### src/rtl/alarm_sequencer.sv
// Alarm ring sequencer: intermittent buzzer, bounded snooze, auto-timeout.
// Owns the clock's sticky Alarm flag via STOP_al while snoozing or clearing.
module alarm_sequencer #(
    parameter int unsigned SNOOZE_SEC   = 300,
    parameter int unsigned RING_TIMEOUT = 60,
    parameter int unsigned MAX_SNOOZE   = 3
) (
    input  logic       clk_1s,
    input  logic       reset,
    input  logic       Alarm,
    input  logic [1:0] H_out1,
    input  logic [3:0] H_out0,
    input  logic [3:0] M_out1,
    input  logic [3:0] M_out0,
    input  logic       snooze_btn,
    input  logic       stop_btn,
    output logic       STOP_al,
    output logic       buzzer,
    output logic       ringing,
    output logic       snoozing,
    output logic [2:0] snooze_cnt,
    output logic       missed,
    output logic [1:0] last_h1,
    output logic [3:0] last_h0,
    output logic [3:0] last_m1,
    output logic [3:0] last_m0
);

    typedef enum logic [1:0] {
        IDLE   = 2'd0,
        RING   = 2'd1,
        SNOOZE = 2'd2,
        CLEAR  = 2'd3
    } state_t;

    localparam logic [9:0] SNZ_LOAD  = 10'(SNOOZE_SEC - 1);
    localparam logic [9:0] RING_LAST = 10'(RING_TIMEOUT - 1);
    localparam logic [2:0] SNZ_MAX   = 3'(MAX_SNOOZE);

    state_t     state;
    logic [9:0] ring_tmr;
    logic [9:0] snz_tmr;
    logic       snz_prev;
    logic       stp_prev;
    logic       snz_e;
    logic       stp_e;

    assign snz_e = snooze_btn & ~snz_prev;
    assign stp_e = stop_btn & ~stp_prev;

    // Button edge history, ring/snooze timers and the ring state machine.
    always_ff @(posedge clk_1s or posedge reset) begin
        if (reset) begin
            state      <= IDLE;
            ring_tmr   <= '0;
            snz_tmr    <= '0;
            snz_prev   <= 1'b0;
            stp_prev   <= 1'b0;
            snooze_cnt <= '0;
            missed     <= 1'b0;
            last_h1    <= '0;
            last_h0    <= '0;
            last_m1    <= '0;
            last_m0    <= '0;
        end else begin
            snz_prev <= snooze_btn;
            stp_prev <= stop_btn;
            case (state)
                IDLE: begin
                    if (Alarm) begin
                        state      <= RING;
                        last_h1    <= H_out1;
                        last_h0    <= H_out0;
                        last_m1    <= M_out1;
                        last_m0    <= M_out0;
                        ring_tmr   <= '0;
                        missed     <= 1'b0;
                        snooze_cnt <= '0;
                    end else if (stp_e) begin
                        missed <= 1'b0;
                    end
                end
                RING: begin
                    ring_tmr <= ring_tmr + 10'd1;
                    if (stp_e) begin
                        state <= CLEAR;
                    end else if (snz_e && (snooze_cnt < SNZ_MAX)) begin
                        state      <= SNOOZE;
                        snooze_cnt <= snooze_cnt + 3'd1;
                        snz_tmr    <= SNZ_LOAD;
                    end else if (ring_tmr == RING_LAST) begin
                        state  <= CLEAR;
                        missed <= 1'b1;
                    end
                end
                SNOOZE: begin
                    if (snz_tmr != 10'd0) begin
                        snz_tmr <= snz_tmr - 10'd1;
                    end
                    if (stp_e) begin
                        state <= CLEAR;
                    end else if (snz_tmr == 10'd0) begin
                        state    <= RING;
                        ring_tmr <= '0;
                    end
                end
                CLEAR: begin
                    if (!Alarm) begin
                        state      <= IDLE;
                        snooze_cnt <= '0;
                    end
                end
                default: state <= IDLE;
            endcase
        end
    end

    assign STOP_al  = (state == SNOOZE) || (state == CLEAR);
    assign buzzer   = (state == RING) && !ring_tmr[0];
    assign ringing  = (state == RING);
    assign snoozing = (state == SNOOZE);

endmodule

### config.mk
export PLATFORM = sky130hd
export DESIGN_NAME = alarm_sequencer
export DESIGN_NICKNAME = d
export VERILOG_FILES = /design/src/rtl/alarm_sequencer.sv
export SDC_FILE = /design/constraint.sdc
export NUM_CORES = 1
export LEC_CHECK = 0
export CAP_MARGIN = 20
export CORE_MARGIN = 2
export CORE_UTILIZATION = 45
export CTS_BUF_LIST = sky130_fd_sc_hd__clkbuf_2 sky130_fd_sc_hd__clkbuf_4 sky130_fd_sc_hd__clkbuf_8
export DETAILED_ROUTE_END_ITERATION = 8
export GPL_TIMING_DRIVEN = 0
export PLACE_DENSITY_LB_ADDON = 0.25
export SLEW_MARGIN = 20
export SYNTH_ARGS = -nofsm -noshare
export SYNTH_HDL_FRONTEND = slang
export SYNTH_SLANG_ARGS = --single-unit
### constraint.sdc
create_clock -name clk_1s -period 2.1 [get_ports clk_1s]
set_input_delay 0.21 -clock clk_1s [delete_from_list [all_inputs] [get_ports clk_1s]]
set_output_delay 0.21 -clock clk_1s [all_outputs]
set_load 0.005 [all_outputs]
==> impl_metrics.ini, run 1 <==
[min_path]
hold_path_class = in -> async

[route]
drtIter0Drc = 135
vias = 1684
vias_per_cell = 5.50
first_pass_iters = 4
ant_nets = 0
wirelength_um = 4580
drc = 0
post_drt_wl_per_cell_um = 15.0

[place]
pre_cts_ws_ns = -0.190
dp.cells = 288
numPortBuffers = 40
hpwl_um = 3210
dpl_cell_area_um2 = 2490
gp_congestion = 0.784

[run_status]
violations = setup timing
status = finished with violations

[die]
start_util = 0.463
ioPinCount = 41
die_area_um2 = 5000
die_width_um = 70.7
core_um2 = 4320
row_count = 24
die_h_um = 70.7

[sta]
layout_worst_path_cycle_share = 1.05
fin_crit_ns = 2.20
rsz0062_at_grt = true
tightest_slew_ns = 0.603
fmax_mhz = 454
hold_viol = 0
slew_headroom = 0.596
setup_viol = 5
finClkSkew_ns = 0.00900
holdWs_ns = 0.172
setup_slack_ns = -0.101
slew_viol_final = 0

[logic_synthesis]
synth_seq_cells = 42
syn_nets = 217
synthesis.area_um2 = 2000
yosysTopAreaCellShare = 0.525
yosysSeqAreaShare = 0.525
ys_async_sr_fraction = 1.00
yosys.area.top_type = dfrtp_1
synth.most_common_cell = dfrtp_1
synth_cells = 195
synth_enable_flop_cells = 0
ys_warn_count = 0
synth_cell_type_count = 34
synth_top_flop_cell = dfrtp_1
synth.avg_cell_area_um2 = 10.3
synthTopCellsByCount = dfrtp_1, nor2_1, nand2_1
yosys-top-cells-area = dfrtp_1, mux2_2, nor2_1

[cells_and_area]
drive_above_1_share = 0.213
fin_cells = 306
final_area_um2 = 2750
nNetsFinal = 275
n_antenna_cell = 0
area_delta_synth_final_pct = 37.3

[clocking]
cts_root_buffer = clkbuf_8
cts_max_path_buffers = 2
clkLatencyLatePin_ns = 0.30
cts_max_level = 2
clock-sinks = 42
clk_pin_slew_ns = 0.09
cts_tree = done
cts_made_buffers = 5

[setup_path]
required_ns = 2.28
path_max_fanout = 10
rr_startpoint = snz_tmr[0]
cpPeakStageDelay_ns = 0.42
crit_chain = inv_1 -> ha_2 -> or3b_4 -> nor4_4 -> a21oi_2 -> clkbuf_8 -> o31ai_1 -> a21oi_1
critPathLaunch = snz_tmr[0]
setup.worst_path.end = ring_tmr[8]
r2r_slack_ns = -0.10
crit_path_start_kind = flop
critPathKind = reg -> reg
cp-end-kind = flop
critPathSlowestCell = or3b_4
r2r-end = ring_tmr[8]
arrival_ns = 2.38
reg2regPathDepth = 8

[global_routing]
grt_overflow = 0
antenna_found_initial = 0
grt_use_total = 0.187
grt_pass1_vias = 1592
grt_pass1_wl_um = 7420
grt_start_max_net_pins = 31

[pwr]
power_density_nw_per_um2 = 1180
peakVddDrop_mv = 0.644
p_leak_uw = 0.00115

[flow_run]
drv_cap = 0
## registers in the layout (all words and copies together) (netlist names)
signal      count
last_h0         4
last_m1         4
snz_tmr        10
last_h1         2
snz_prev        1
state           2
stp_prev        1
last_m0         4
snooze_cnt      3
missed          1
ring_tmr       10
## power breakdown
part	switching (uW)	internal [uW]	leakage [uW]	total, uW
Combinational	628	817	0.000580	1450
Clock	295	234	0.0000441	529
Sequential	208	1070	0.000521	1280
## repair_timing
action                                  in CTS  in global routing
buffers inserted                             6                  5
gates cloned                                 0                  0
hold buffers                                 0                  0
endpoints found under the hold margin        0                  0
endpoints found under the setup margin      16                 19
gates resized for setup                     11                 10
pin swaps                                   12                  4
## cell usage in the layout (no fill, tap or decap), types with 2 or more instances in the layout
cell	Yosys	routed
o31ai_4	0	2
nand2_1	17	16
o21ai_0	14	13
xnor2_1	6	6
a21oi_2	1	3
clkbuf_8	0	6
or2_2	2	2
nor4_1	4	4
inv_1	7	5
nand3_1	3	3
clkdlybuf4s50_1	0	40
buf_4	0	11
dfrtp_1	42	42
or3_1	6	5
a32o_1	2	2
nor3_1	5	3
a21o_1	3	3
a31oi_1	2	2
a21oi_1	11	9
o211ai_1	2	2
nor2_1	21	21
mux2_2	14	14
ha_1	3	2
nand4_1	2	2
clkbuf_1	5	2
nand2b_1	4	4
or4_1	5	5
inv_2	0	2
## cell families (layout without fill, tap and decap cells)
group | Yosys count | in the layout | share of synthesized area
compound gates | 43 | 43 | 0.134
xor+xnor | 6 | 6 | 0.0262
fa+ha+maj | 3 | 3 | 0.0188
buf+inv | 13 | 72 | 0.0250
flops | 42 | 42 | 0.525
mux | 15 | 15 | 0.0837
simple gates | 73 | 73 | 0.188
## final cells by class
class | instances | area (um2)
plain buffers | 5 | 37.5
clock buffers | 5 | 68.8
inverters | 7 | 26.3
clock inverters | 3 | 21.3
multi-input cells | 140 | 975
repair buffers | 52 | 503
well taps | 52 | 65.1
fillers | 383 | 1580
flip-flops and latches | 42 | 1050
## per-stage QoR
| step | util | total power (uW) | TNS (ns) |
|---|---|---|---|
| 2_1_floorplan | - | 1940 | 0 |
| 3_3_place_gp | 0.572 | 2520 | -1.40 |
| 3_5_place_dp | 0.576 | 2560 | -1.86 |
| 4_1_cts | 0.616 | 3200 | -0.239 |
| 5_1_grt | 0.635 | 3470 | -1.06 |
| 6_report | 0.635 | 3250 | -0.357 |
## critical path: cells and delay by family (launching register included)
| kind | cells | cell delay, ns |
|---|---|---|
| buffers and inverters | 2 | 0.27 |
| adders and majority gates | 1 | 0.18 |
| and+or+nand+nor | 2 | 0.75 |
| AOI/OAI and AO/OA | 3 | 0.50 |
| DFF | 1 | 0.40 |
## metal layers
layer,vias to the layer above,part of all wire,global-route usage
met5,-,0,0
met4,0,0.011,0.0566
met3,4,0.062,0.0613
met2,47,0.48,0.301
met1,811,0.45,0.242
li1,822,-,-
## worst min-delay path by stage
stage / start / end / slack (ns) / depth (start not counted)
2_1_floorplan: snooze_btn / snz_prev / 0.24 / 0
3_3_place_gp: snz_tmr[0] / snz_tmr[0] / 0.49 / 1
3_5_place_dp: reset / last_h0[0] / 0.50 / 2
4_1_cts: reset / snooze_cnt[2] / 0.18 / 2
5_1_grt: reset / snooze_cnt[2] / 0.20 / 2
6_report: reset / snooze_cnt[2] / 0.17 / 2
No activity file was read; power rests on OpenSTA's default activity.
==> inputs of run 2 (changes only) <==
--- a/config.mk
+++ b/config.mk
@@ -12,7 +12,7 @@
 export DETAILED_ROUTE_END_ITERATION = 8
 export GPL_TIMING_DRIVEN = 0
 export PLACE_DENSITY_LB_ADDON = 0.25
-export SLEW_MARGIN = 20
+export SLEW_MARGIN = 30
 export SYNTH_ARGS = -nofsm -noshare
 export SYNTH_HDL_FRONTEND = slang
 export SYNTH_SLANG_ARGS = --single-unit
==> impl_metrics.ini, run 2 (synthesis gave the netlist of run 1 again) <==
[die]
ioPinCount = 41
die_area_um2 = 5000
row_count = 24
core_um2 = 4320
die_h_um = 70.7
die_width_um = 70.7
start_util = 0.463

[sta]
slew_viol_final = 0
hold_viol = 0
fin_crit_ns = 2.23
layout_worst_path_cycle_share = 1.06
slew_headroom = 0.604
tightest_slew_ns = 0.591
finClkSkew_ns = 0.00691
setup-tns-final_ns = -0.450
rsz0062_at_grt = true
setup_viol = 4
fmax_mhz = 448
setup_slack_ns = -0.132
holdWs_ns = 0.196

[clocking]
cts_made_buffers = 5
clk_pin_slew_ns = 0.08
cts_root_buffer = clkbuf_8
holdBufCountCts = 0
clock-sinks = 42
clkLatencyLatePin_ns = 0.29
cts_tree = done
cts_max_path_buffers = 2
cts_max_level = 2

[place]
gp_congestion = 0.784
pre_cts_ws_ns = -0.186
numPortBuffers = 40
hpwl_um = 3180
dp.cells = 288

[cells_and_area]
reg_top3 = ring_tmr x10, snz_tmr x10
nNetsFinal = 275
layout_commonest_cell = dfrtp_1
n_antenna_cell = 0
drive_above_1_share = 0.220
fin_cells = 306
area_delta_synth_final_pct = 40.4
layout_common_cells = dfrtp_1, clkdlybuf4s50_1, nor2_1

[setup_path]
crit_path_start_kind = flop
cp-end-kind = flop
critPathKind = reg -> reg
path_max_fanout = 6
required_ns = 2.32
arrival_ns = 2.45

[pwr]
combPwrFrac = 0.415
switchingPower_uw = 1140
p_sw_frac = 0.322
internal_power_uw = 2400
p_leak_uw = 0.00118
peakVddDrop_mv = 0.743
pwr-share-seq = 0.362
power_density_nw_per_um2 = 1260
clkPwrFrac = 0.223

[global_routing]
grt_pass1_wl_um = 7580
grt_use_total = 0.190
grt_overflow = 0
grt_pass1_vias = 1623
grt_start_max_net_pins = 28
antenna_found_initial = 0

[route]
drc = 0
first_pass_iters = 4
drtIter0Drc = 98
vias_per_cell = 5.57
vias = 1703
post_drt_wl_per_cell_um = 15.3
ant_nets = 0
wirelength_um = 4670

[min_path]
hold_path_class = in -> async

[run_status]
status = finished with violations
violations = setup timing

[flow_run]
drv_cap = 0
## run 2: critical path, cell delays in order (launching register included)
cell and delay (ns):
dfrtp_1 0.40, inv_1 0.06, ha_2 0.18, or3b_4 0.41
nor4_4 0.38, a21oi_4 0.14, buf_6 0.14, or3_1 0.30
a21oi_1 0.15
## run 2: what timing repair did
item | 4_1_cts | 5_1_grt
cloned | 0 | 0
endpoints found under the setup margin | 17 | 22
pin swaps | 11 | 7
setup buffers | 5 | 6
gates resized for setup | 13 | 19
## run 2: metrics by stage
| stage | area (um2) | util | total power (uW) |
|---|---|---|---|
| after CTS | 2710 | 0.626 | 3450 |
| after global placement | 2470 | 0.572 | 2520 |
| after floorplan | 2010 | - | 1940 |
| after detailed placement | 2490 | 0.576 | 2560 |
| after global routing | 2810 | 0.650 | 3760 |
| final | 2810 | 0.650 | 3540 |
## run 2: worst paths after layout
kind / start / endpoint / slack (ns) / cells past startpoint
worst min-delay path: reset / snooze_cnt[2] / 0.20 / 2
min in group clk_1s: stop_btn / stp_prev / 0.41 / 1
worst max-delay path: snz_tmr[0] / ring_tmr[4] / -0.13 / 8
worst min register to register: last_h0[0] / last_h0[0] / 0.51 / 1
worst max register to register: snz_tmr[0] / ring_tmr[4] / -0.13 / 8
max in group asynchronous: reset / state[1] / 1.45 / 3
## run 2: layer usage
layer / vias up / track usage / wire length, um / share of wire
li1: 814 / - / - / -
met1: 820 / 0.244 / 2010 / 0.43
met2: 65 / 0.305 / 2280 / 0.49
met3: 4 / 0.0641 / 346 / 0.074
met4: 0 / 0.0587 / 40 / 0.0086
met5: - / 0 / 0 / 0
## run 2: power by group through the flow
stage / clock network, uW / registers (uW) / logic (uW)
2_1_floorplan: 0 / 1260 / 682
3_3_place_gp: 0 / 1270 / 1250
3_5_place_dp: 0 / 1280 / 1270
4_1_cts: 804 / 1280 / 1360
5_1_grt: 839 / 1320 / 1600
6_report: 792 / 1280 / 1470
## run 2: cell type report
type / count / area (um2)
plain buffers: 5 / 38.8
clock buffers: 6 / 82.6
clock inverters: 2 / 60.1
fillers: 365 / 1510
inverters: 7 / 26.3
multi-input cells: 140 / 981
flip-flops and latches: 42 / 1050
well taps: 52 / 65.1
repair buffers: 52 / 507
==> inputs of run 3 (changes only) <==
==> constraint.sdc (replaced) <==
create_clock -name clk_1s -period 1.8 [get_ports clk_1s]
set_input_delay 0.18 -clock clk_1s [delete_from_list [all_inputs] [get_ports clk_1s]]
set_output_delay 0.18 -clock clk_1s [all_outputs]
set_load 0.005 [all_outputs]
==> impl_metrics.ini, run 3 (synthesis gave the netlist of run 1 again) <==
[run_status]
status = finished with violations
violations = setup timing

[setup_path]
rr_startpoint = snz_tmr[1]
cpPeakStageDelay_ns = 0.43
critPathSlowestCell = or3b_4
r2r-end = ring_tmr[8]
arrival_ns = 2.31
crit_path_start_kind = flop
critPathKind = reg -> reg
reg2regPathDepth = 7
critPathLaunch = snz_tmr[1]
crit_chain = inv_1 -> ha_2 -> or3b_4 -> nor4_4 -> a21oi_2 -> or4_1 -> a21oi_1
r2r_slack_ns = -0.30
path_max_fanout = 6
cp-end-kind = flop
required_ns = 2.02

[sta]
fin_crit_ns = 2.10
tightest_slew_ns = 0.667
slew_viol_final = 0
hold_viol = 0
layout_worst_path_cycle_share = 1.16
finClkSkew_ns = 0.0148
holdWs_ns = 0.190
slew_headroom = 0.554
setup_slack_ns = -0.296
setup_viol = 22
fmax_mhz = 477
rsz0062_at_grt = true

[place]
numPortBuffers = 40
pre_cts_ws_ns = -0.383
hpwl_um = 3000
gp_congestion = 0.856
dpl_cell_area_um2 = 2510

[die]
die_area_um2 = 5000
die_width_um = 70.7
core_um2 = 4320
start_util = 0.463
die_h_um = 70.7
row_count = 24
ioPinCount = 41

[route]
wirelength_um = 4840
vias = 1738
vias_per_cell = 5.59
first_pass_iters = 4
ant_nets = 0
drtIter0Drc = 132
post_drt_wl_per_cell_um = 15.6
drc = 0

[cells_and_area]
reg_top3 = ring_tmr x10, snz_tmr x10
fillCellCount = 348
drive_above_1_share = 0.286
n_antenna_cell = 0
nNetsFinal = 280
layout_commonest_cell = dfrtp_1
final_area_um2 = 2930
layout_common_cells = dfrtp_1, clkdlybuf4s50_1, nor2_1
area_delta_synth_final_pct = 46.3

[global_routing]
grt_pass1_vias = 1652
grt_overflow = 0
grt_use_total = 0.193
grt_start_max_net_pins = 26
grt_pass1_wl_um = 7690
antenna_found_initial = 0

[min_path]
hold_path_class = in -> async

[clocking]
clkLatencyLatePin_ns = 0.30
cts_root_buffer = clkbuf_8
cts_made_buffers = 5
cts_max_path_buffers = 2
cts_max_level = 2
cts_tree = done
clock-sinks = 42
holdBufCountCts = 0
clk_pin_slew_ns = 0.09

[pwr]
power_density_nw_per_um2 = 1450
finalPower_uw = 4260
peakVddDrop_mv = 0.870
p_leak_uw = 0.00121

[flow_run]
drv_cap = 0
-- run 3: cell count changes in the layout (fill, tap and decap cells not counted), sizes merged --
cell and change:
dlygate4sd2 +1, clkdlybuf4s50 -1, buf +5
-- run 3: critical path: cells and delay by family, from the launching register on --
family                     cells  cell delay, ns
AOI/OAI and AO/OA              2            0.29
buffers and inverters          1            0.07
and+or+nand+nor                3            1.06
DFF                            1            0.40
adders and majority gates      1            0.19
-- run 3: timing repair --
action,in CTS,in global routing
hold endpoints to repair,0,0
setup buffers,11,8
setup endpoints to repair,33,25
gates resized for setup,29,14
pin swaps,16,13
-- run 3: metal layers --
layer / routed length (um) / track usage / share of wire / vias to the layer above
met1: 2170 / 0.263 / 0.45 / 850
met3: 413 / 0.0798 / 0.085 / 2
met5: 0 / 0 / 0 / -
li1: - / - / - / 823
met2: 2230 / 0.286 / 0.46 / 63
met4: 29 / 0.0545 / 0.0060 / 0
-- run 3: through the flow --
step | util | setup TNS [ns] | cells
floorplan | - | -1.26 | 195
global placement | 0.576 | -20.38 | 287
CTS | 0.656 | -3.81 | 305
finish | 0.677 | -3.62 | 311
global route | 0.677 | -5.59 | 311
detailed placement | 0.581 | -8.51 | 288
-- run 3: how the worst max path moves through the flow --
stage                     slack [ns]           to  cells past startpoint
after floorplan                -0.17  ring_tmr[9]                      7
after global placement         -0.37   last_h0[1]                      5
after detailed placement       -0.38   last_m1[1]                      5
after CTS                      -0.33  ring_tmr[8]                      6
after global routing           -0.39  ring_tmr[7]                      7
final                          -0.30  ring_tmr[8]                      7
-- run 3: cell type report --
class / instances / area, um2 / area share
Buffer: 3 / 25.0 / 0.00854
Clock buffer: 6 / 82.6 / 0.0282
Clock inverter: 2 / 60.1 / 0.0205
Inverter: 7 / 28.8 / 0.00982
Multi-Input combinational cell: 140 / 1040 / 0.357
Sequential cell: 42 / 1050 / 0.360
Tap cell: 52 / 65.1 / 0.0222
Timing Repair Buffer: 59 / 569 / 0.194
-- run 3: power by group --
part,switching [uW],total [uW],internal (uW)
Combinational,819,1840,1020
Clock,330,921,592
Sequential,241,1500,1260
Total,1390,4260,2870
